[src/rtl/alu_ctrl_pkg.sv]
// rtl/alu_ctrl_pkg.sv - shared encodings for the ALU instruction sequencer.
package alu_ctrl_pkg;

  localparam logic [4:0] ALU_ADD  = 5'd0;
  localparam logic [4:0] ALU_SUB  = 5'd1;
  localparam logic [4:0] ALU_CMP  = 5'd2;
  localparam logic [4:0] ALU_AND  = 5'd3;
  localparam logic [4:0] ALU_OR   = 5'd4;
  localparam logic [4:0] ALU_XOR  = 5'd5;
  localparam logic [4:0] ALU_NOT  = 5'd6;
  localparam logic [4:0] ALU_LSH  = 5'd7;
  localparam logic [4:0] ALU_RSH  = 5'd8;
  localparam logic [4:0] ALU_ARSH = 5'd9;

  localparam logic [3:0] OP_RTYPE = 4'b0000;
  localparam logic [3:0] OP_SHIFT = 4'b1000;

  // Register forms select by ext; immediate forms reuse the same code in op.
  localparam logic [3:0] EXT_AND = 4'b0001;
  localparam logic [3:0] EXT_OR  = 4'b0010;
  localparam logic [3:0] EXT_XOR = 4'b0011;
  localparam logic [3:0] EXT_ADD = 4'b0101;
  localparam logic [3:0] EXT_SUB = 4'b1001;
  localparam logic [3:0] EXT_CMP = 4'b1011;
  localparam logic [3:0] EXT_MOV = 4'b1101;

  localparam logic [3:0] EXT_NOT  = 4'b0000;
  localparam logic [3:0] EXT_LSH  = 4'b0100;
  localparam logic [3:0] EXT_RSH  = 4'b0110;
  localparam logic [3:0] EXT_ARSH = 4'b0111;

  localparam int FLAG_C = 0;
  localparam int FLAG_L = 1;
  localparam int FLAG_F = 2;
  localparam int FLAG_Z = 3;
  localparam int FLAG_N = 4;

  typedef enum logic [2:0] {
    IDLE,
    FETCH,
    DECODE,
    EXEC,
    WB
  } state_t;

endpackage

[src/rtl/alu_ctrl_decode.sv]
// rtl/alu_ctrl_decode.sv - combinational instruction decoder.
module alu_ctrl_decode
  import alu_ctrl_pkg::*;
(
  input  logic [15:0] instr,
  output logic [4:0]  alu_op,
  output logic        imm_sel,
  output logic        sign_ext,
  output logic        rf_write,
  output logic        flags_write,
  output logic        is_cmp,
  output logic        is_mov,
  output logic        illegal
);

  logic [3:0] op;
  logic [3:0] ext;
  logic [3:0] code;
  logic       unused_reg_fields;

  assign op  = instr[15:12];
  assign ext = instr[7:4];
  assign unused_reg_fields = ^{instr[11:8], instr[3:0]};

  always_comb begin
    alu_op      = ALU_ADD;
    imm_sel     = 1'b0;
    sign_ext    = 1'b0;
    rf_write    = 1'b0;
    flags_write = 1'b0;
    is_cmp      = 1'b0;
    is_mov      = 1'b0;
    illegal     = 1'b0;
    code        = ext;
    if (op == OP_SHIFT) begin
      rf_write = 1'b1;
      case (ext)
        EXT_NOT:  alu_op = ALU_NOT;
        EXT_LSH:  alu_op = ALU_LSH;
        EXT_RSH:  alu_op = ALU_RSH;
        EXT_ARSH: alu_op = ALU_ARSH;
        default: begin
          rf_write = 1'b0;
          illegal  = 1'b1;
        end
      endcase
    end else begin
      imm_sel  = (op != OP_RTYPE);
      code     = imm_sel ? op : ext;
      rf_write = 1'b1;
      case (code)
        EXT_AND: alu_op = ALU_AND;
        EXT_OR:  alu_op = ALU_OR;
        EXT_XOR: alu_op = ALU_XOR;
        EXT_ADD: begin
          alu_op      = ALU_ADD;
          flags_write = 1'b1;
          sign_ext    = imm_sel;
        end
        EXT_SUB: begin
          alu_op      = ALU_SUB;
          flags_write = 1'b1;
          sign_ext    = imm_sel;
        end
        EXT_CMP: begin
          alu_op      = ALU_CMP;
          flags_write = 1'b1;
          sign_ext    = imm_sel;
          is_cmp      = 1'b1;
          rf_write    = 1'b0;
        end
        EXT_MOV: is_mov = 1'b1;
        default: begin
          imm_sel  = 1'b0;
          rf_write = 1'b0;
          illegal  = 1'b1;
        end
      endcase
    end
  end

endmodule

[src/rtl/alu_ctrl_fsm.sv]
// rtl/alu_ctrl_fsm.sv - fetch/decode/exec/writeback sequencer for the 16-bit ALU datapath.
// Define ALU_CTRL_PERF_CNT_EN to add the retired_cnt instruction counter.
module alu_ctrl_fsm
  import alu_ctrl_pkg::*;
#(
  parameter int DATA_W = 16,
  parameter int REG_AW = 4
) (
  input  logic              clk,
  input  logic              reset,
  input  logic              run,
  output logic              instr_req,
  input  logic              instr_ack,
  input  logic [15:0]       instr_data,
  output logic [REG_AW-1:0] rf_addr_a,
  output logic [REG_AW-1:0] rf_addr_b,
  input  logic [DATA_W-1:0] rf_data_a,
  input  logic [DATA_W-1:0] rf_data_b,
  output logic [DATA_W-1:0] alu_rdest,
  output logic [DATA_W-1:0] alu_rsrc,
  output logic [4:0]        alu_op,
  input  logic [DATA_W-1:0] alu_out,
  input  logic [4:0]        alu_flags,
  output logic              rf_we,
  output logic [REG_AW-1:0] rf_waddr,
  output logic [DATA_W-1:0] rf_wdata,
  output logic [4:0]        flags,
  output logic              pc_inc,
  output logic              illegal
`ifdef ALU_CTRL_PERF_CNT_EN
  ,
  output logic [31:0]       retired_cnt
`endif
);

  state_t            state;
  logic [15:0]       instr_q;
  logic [4:0]        dec_alu_op;
  logic              dec_imm_sel;
  logic              dec_sign_ext;
  logic              dec_rf_write;
  logic              dec_flags_write;
  logic              dec_is_cmp;
  logic              dec_is_mov;
  logic              dec_illegal;
  logic [DATA_W-1:0] imm_ext;
  logic [4:0]        arith_flags;
  logic [4:0]        cmp_flags;

  alu_ctrl_decode u_decode (
    .instr       (instr_q),
    .alu_op      (dec_alu_op),
    .imm_sel     (dec_imm_sel),
    .sign_ext    (dec_sign_ext),
    .rf_write    (dec_rf_write),
    .flags_write (dec_flags_write),
    .is_cmp      (dec_is_cmp),
    .is_mov      (dec_is_mov),
    .illegal     (dec_illegal)
  );

  // Read addresses come straight from the latched instruction so they are stable for all of DECODE.
  assign rf_addr_a = instr_q[8 +: REG_AW];
  assign rf_addr_b = instr_q[0 +: REG_AW];

  assign imm_ext = dec_sign_ext ? {{(DATA_W-8){instr_q[7]}}, instr_q[7:0]}
                                : {{(DATA_W-8){1'b0}}, instr_q[7:0]};

  always_comb begin
    arith_flags         = alu_flags;
    arith_flags[FLAG_Z] = 1'b0;
    cmp_flags           = '0;
    cmp_flags[FLAG_L]   = alu_flags[FLAG_L];
    cmp_flags[FLAG_N]   = alu_flags[FLAG_N];
    cmp_flags[FLAG_Z]   = (alu_rdest == alu_rsrc);
  end

  always_ff @(posedge clk or posedge reset) begin
    if (reset) begin
      state     <= IDLE;
      instr_q   <= '0;
      instr_req <= 1'b0;
      alu_rdest <= '0;
      alu_rsrc  <= '0;
      alu_op    <= '0;
      rf_we     <= 1'b0;
      rf_waddr  <= '0;
      rf_wdata  <= '0;
      flags     <= '0;
      pc_inc    <= 1'b0;
      illegal   <= 1'b0;
    end else begin
      rf_we   <= 1'b0;
      pc_inc  <= 1'b0;
      illegal <= 1'b0;
      case (state)
        IDLE: begin
          if (run) begin
            state     <= FETCH;
            instr_req <= 1'b1;
          end
        end
        FETCH: begin
          if (instr_ack) begin
            instr_q   <= instr_data;
            instr_req <= 1'b0;
            state     <= DECODE;
          end
        end
        DECODE: begin
          alu_rdest <= rf_data_a;
          alu_rsrc  <= dec_imm_sel ? imm_ext : rf_data_b;
          alu_op    <= dec_alu_op;
          state     <= EXEC;
        end
        EXEC: begin
          // Strobes land in WB; MOV bypasses the ALU with the latched source operand.
          rf_we   <= dec_rf_write;
          pc_inc  <= 1'b1;
          illegal <= dec_illegal;
          if (dec_rf_write) begin
            rf_waddr <= instr_q[8 +: REG_AW];
            rf_wdata <= dec_is_mov ? alu_rsrc : alu_out;
          end
          if (dec_flags_write) begin
            flags <= dec_is_cmp ? cmp_flags : arith_flags;
          end
          state <= WB;
        end
        WB: begin
          if (run) begin
            state     <= FETCH;
            instr_req <= 1'b1;
          end else begin
            state <= IDLE;
          end
        end
        default: state <= IDLE;
      endcase
    end
  end

`ifdef ALU_CTRL_PERF_CNT_EN
  always_ff @(posedge clk or posedge reset) begin
    if (reset) begin
      retired_cnt <= '0;
    end else if (pc_inc) begin
      retired_cnt <= retired_cnt + 32'd1;
    end
  end
`endif

endmodule

[config.mk]
export PLATFORM = sky130hd
export DESIGN_NAME = alu_ctrl_fsm
export DESIGN_NICKNAME = d
export VERILOG_FILES = /design/src/rtl/alu_ctrl_pkg.sv /design/src/rtl/alu_ctrl_decode.sv /design/src/rtl/alu_ctrl_fsm.sv
export SDC_FILE = /design/constraint.sdc
export NUM_CORES = 1
export LEC_CHECK = 0
export CELL_PAD_IN_SITES_DETAIL_PLACEMENT = 1
export CELL_PAD_IN_SITES_GLOBAL_PLACEMENT = 2
export CORE_ASPECT_RATIO = 2
export CORE_MARGIN = 3
export CORE_UTILIZATION = 30
export CTS_BUF_LIST = sky130_fd_sc_hd__clkbuf_2
export DETAILED_ROUTE_END_ITERATION = 10
export PLACE_DENSITY_LB_ADDON = 0.25
export SLEW_MARGIN = 20
export SYNTH_ARGS = -nofsm -noshare
export SYNTH_HDL_FRONTEND = slang
export SYNTH_HIERARCHICAL = 1
export SYNTH_SLANG_ARGS = --single-unit
[constraint.sdc]
create_clock -name clk -period 4.1 [get_ports clk]
set_input_delay 0.615 -clock clk [delete_from_list [all_inputs] [get_ports clk]]
set_output_delay 0.615 -clock clk [all_outputs]
set_load 0.03 [all_outputs]
==> results_dict.tcl <==
set metrics [dict create \
    synth_edf_count 0 \
    cts_setup_buffers 0 \
    synth_nets 419 \
    drt_iter0_markers 122 \
    final.setup.tns_ns 0 \
    portBuffers 145 \
    slowest_delay_ns 0.72 \
    r2r_slack_ns 1.70 \
    core-area_um2 13070 \
    track_usage_pct 16.84 \
    clock-root-buffer "clkbuf_2" \
    fin_crit_sh_pct 59.10 \
    htreeDepth 3 \
    placed_area_um2 5504 \
    grt_pass1_vias 3366 \
    min_from "rf_wdata[12]$_DFFE_PP0P_" \
    syn_to_final_growth_pct 40.27 \
    setup_viol 0 \
    ys_seq_elements 85 \
    synth_warnings 6 \
    detail_route.wl_per_cell_um 19.03 \
    antenna_found_initial 1 \
    finalMaxSlewViolations 0 \
    ys_seq_area_share_pct 53.03 \
    via_count 3113 \
    postCtsResizedCells 0 \
    critPathArrivalTime_ns 1.81 \
    cts_hold_buf 0 \
    ys.flop_type "dfrtp_1" \
    final_cells 637 \
    setup_slack_ns 1.677 \
    tightest_slew_ns 0.9128 \
    critPathKind "flop to output pin" \
    finalHoldWorstSlack_ns 0.5149 \
    initial_utilization_pct 30.70 \
    final_common_cell "clkdlybuf4s50_1" \
    internal_power_mw 2.638 \
    clockBufferDepth 2 \
    grt_pass1_wl_um 18910 \
    status "finished, final reports clean" \
    route.detailed.drc 0 \
    synthDistinctLibCells 47 \
    grt_max_degree 71 \
    clock-sinks 85 \
    dieWidth_um 87.77 \
    final_nets 552 \
    firstDrtPassIters 6 \
    min_to "rf_wdata[12]$_DFFE_PP0P_" \
    pin_count 147 \
    syn_inst 346 \
    crit_fanout 4 \
    fin_skew_ns 0.06045 \
    r2r-end "rf_waddr[1]$_DFFE_PP0P_" \
    clk_latency_ns 0.56 \
    cp_data_required_time_ns 3.48 \
    clkTransAtPathRegs_ns 0.30 \
    ys_async_sr_fraction_pct 100.0 \
    antenna_left 0 \
    p_sw_share_pct 46.12 \
    core.rowCount 59 \
    grt_overflow_total 0 \
    hold_path.class "flop to flop" \
    critPathTopFamily "buffers and inverters" \
    rsz0062_at_grt "false" \
    die_height_um 169.5 \
    maxCapViolCount 0 \
    routed_wl_um 12120 \
    hold_violations 0 \
    placed_cells 620 \
    syn_area_um2 4011 \
    dieArea_um2 14880 \
    switching_power_mw 2.258 \
    hold_depth 2 \
    leakagePower_nw 2.293 \
    ir_worst_vdd_mv 0.3817 \
    cp_slowest_cell "clkdlybuf4s50_1" \
    fillers 1441 \
    post-dp-hpwl_um 9255 \
    final_cell_mix "clkdlybuf4s50_1, dfrtp_1, mux2_2" \
    ff2ff_path_depth 5 \
    drive_gt1_share_pct 15.08 \
    power_frac_comb_pct 55.9 \
    numCtsBuffers 9 \
    stdcell_area_um2 5627 \
    pwr-share-clk_pct 9.5 \
    cp_cell_sequence "clkdlybuf4s50_1" \
    path_depth 1 \
    multi_input_area_um2 1677 \
    utilization_pct 43.06 \
    relSlewSlack_pct 39.14 \
    place_congestion 0.7663 \
    avgSynthCellArea_um2 11.59 \
    fmax_ghz 0.4127 \
    cts_tree "yes" \
    p_total_mw 4.896 \
    reg2reg_from "instr_q[15]$_DFFE_PP0P_" \
    start_kind "flop" \
    seq_area_um2 2127 \
    vias_per_cell 4.887 \
    endpoint_kind "output pin" \
    place_worst_setup_slack_ns 1.606 \
    min_period_ns 2.423 \
    power.density_nw_per_um2 870.2 \
    critPathBufInv 1 \
    seqPwrFrac_pct 34.6 \
]
[worst min-delay path, delay by kind of cell (launching register included)]
family / cells / cell delay (ns)
DFF: 1 / 0.40
and+or+nand+nor: 1 / 0.05
AOI/OAI and AO/OA: 1 / 0.06
[Yosys cell counts, drive strengths merged, types with 3 or more instances]
cell type | count | area [µm²]
nor2 | 25 | 106.4
mux2i | 24 | 240.2
o21ai | 23 | 115.1
buf | 26 | 185.2
xnor2 | 13 | 113.9
nand2b | 6 | 37.54
dfrtp | 85 | 2127
mux2 | 43 | 484.2
nand4 | 6 | 37.54
nand2 | 22 | 92.59
nor4b | 3 | 47.54
xor2 | 4 | 35.03
a21oi | 31 | 155.2
inv | 7 | 26.28
[power by group through the flow]
stage | registers, mW | logic (mW) | clock network [mW]
finish | 1.69 | 2.74 | 0.465
global route | 1.78 | 2.95 | 0.511
detailed placement | 1.73 | 2.78 | 0
global placement | 1.71 | 2.73 | 0
floorplan | 2.18 | 1.26 | 0
CTS | 1.71 | 2.79 | 0.487
[logic make-up (layout without fill, tap and decap cells)]
| group | count (synthesis) | in the layout | share of synthesized area [%] |
|---|---|---|---|
| XOR/XNOR | 17 | 17 | 3.712 |
| flip-flops | 85 | 85 | 53.03 |
| AO/OA/AOI/OAI | 66 | 66 | 9.295 |
| AND/OR/NAND/NOR | 76 | 76 | 10.42 |
| buffers and inverters | 34 | 172 | 5.396 |
| other | 1 | 2 | 0.09348 |
| multiplexers | 67 | 67 | 18.06 |
[metal layers]
layer / share of wire [%] / wire (µm) / track usage (%) / up-vias
met5: 0 / 0 / 0 / -
met4: 1.0 / 127 / 4.208 / 0
met3: 3.6 / 441 / 2.818 / 6
met2: 61 / 7358 / 33.31 / 70
met1: 35 / 4196 / 17.59 / 1571
li1: - / - / - / 1466
[how the worst max path moves through the flow]
stage                             from  slack (ns)                       to
4_1_cts        alu_rsrc[4]$_DFFE_PP0N_        1.60              alu_rsrc[4]
6_report       alu_rsrc[4]$_DFFE_PP0N_        1.68              alu_rsrc[4]
2_1_floorplan                    reset        1.29    alu_op[0]$_DFFE_PP0N_
3_3_place_gp   instr_q[15]$_DFFE_PP0P_        1.70  rf_waddr[3]$_DFFE_PP0P_
5_1_grt        instr_q[15]$_DFFE_PP0P_        1.41  rf_waddr[2]$_DFFE_PP0P_
3_5_place_dp   instr_q[15]$_DFFE_PP0P_        1.61  rf_waddr[1]$_DFFE_PP0P_
[flip-flops by register name (all words and copies together) (netlist names), 3 cells and up]
| register | count |
|---|---|
| flags | 5 |
| alu_rdest | 16 |
| alu_op | 5 |
| rf_wdata | 16 |
| rf_waddr | 4 |
| alu_rsrc | 16 |
| state | 3 |
| instr_q | 16 |
[layout make-up]
class	count	area share (%)
Sequential cell	85	37.80
Multi-Input combinational cell	227	29.80
Timing Repair Buffer	149	26.33
Tap cell	152	3.380
Clock inverter	7	1.334
Clock buffer	9	0.8005
Inverter	7	0.5115
Antenna cell	1	0.04447
(Power assumes the default switching activity.)
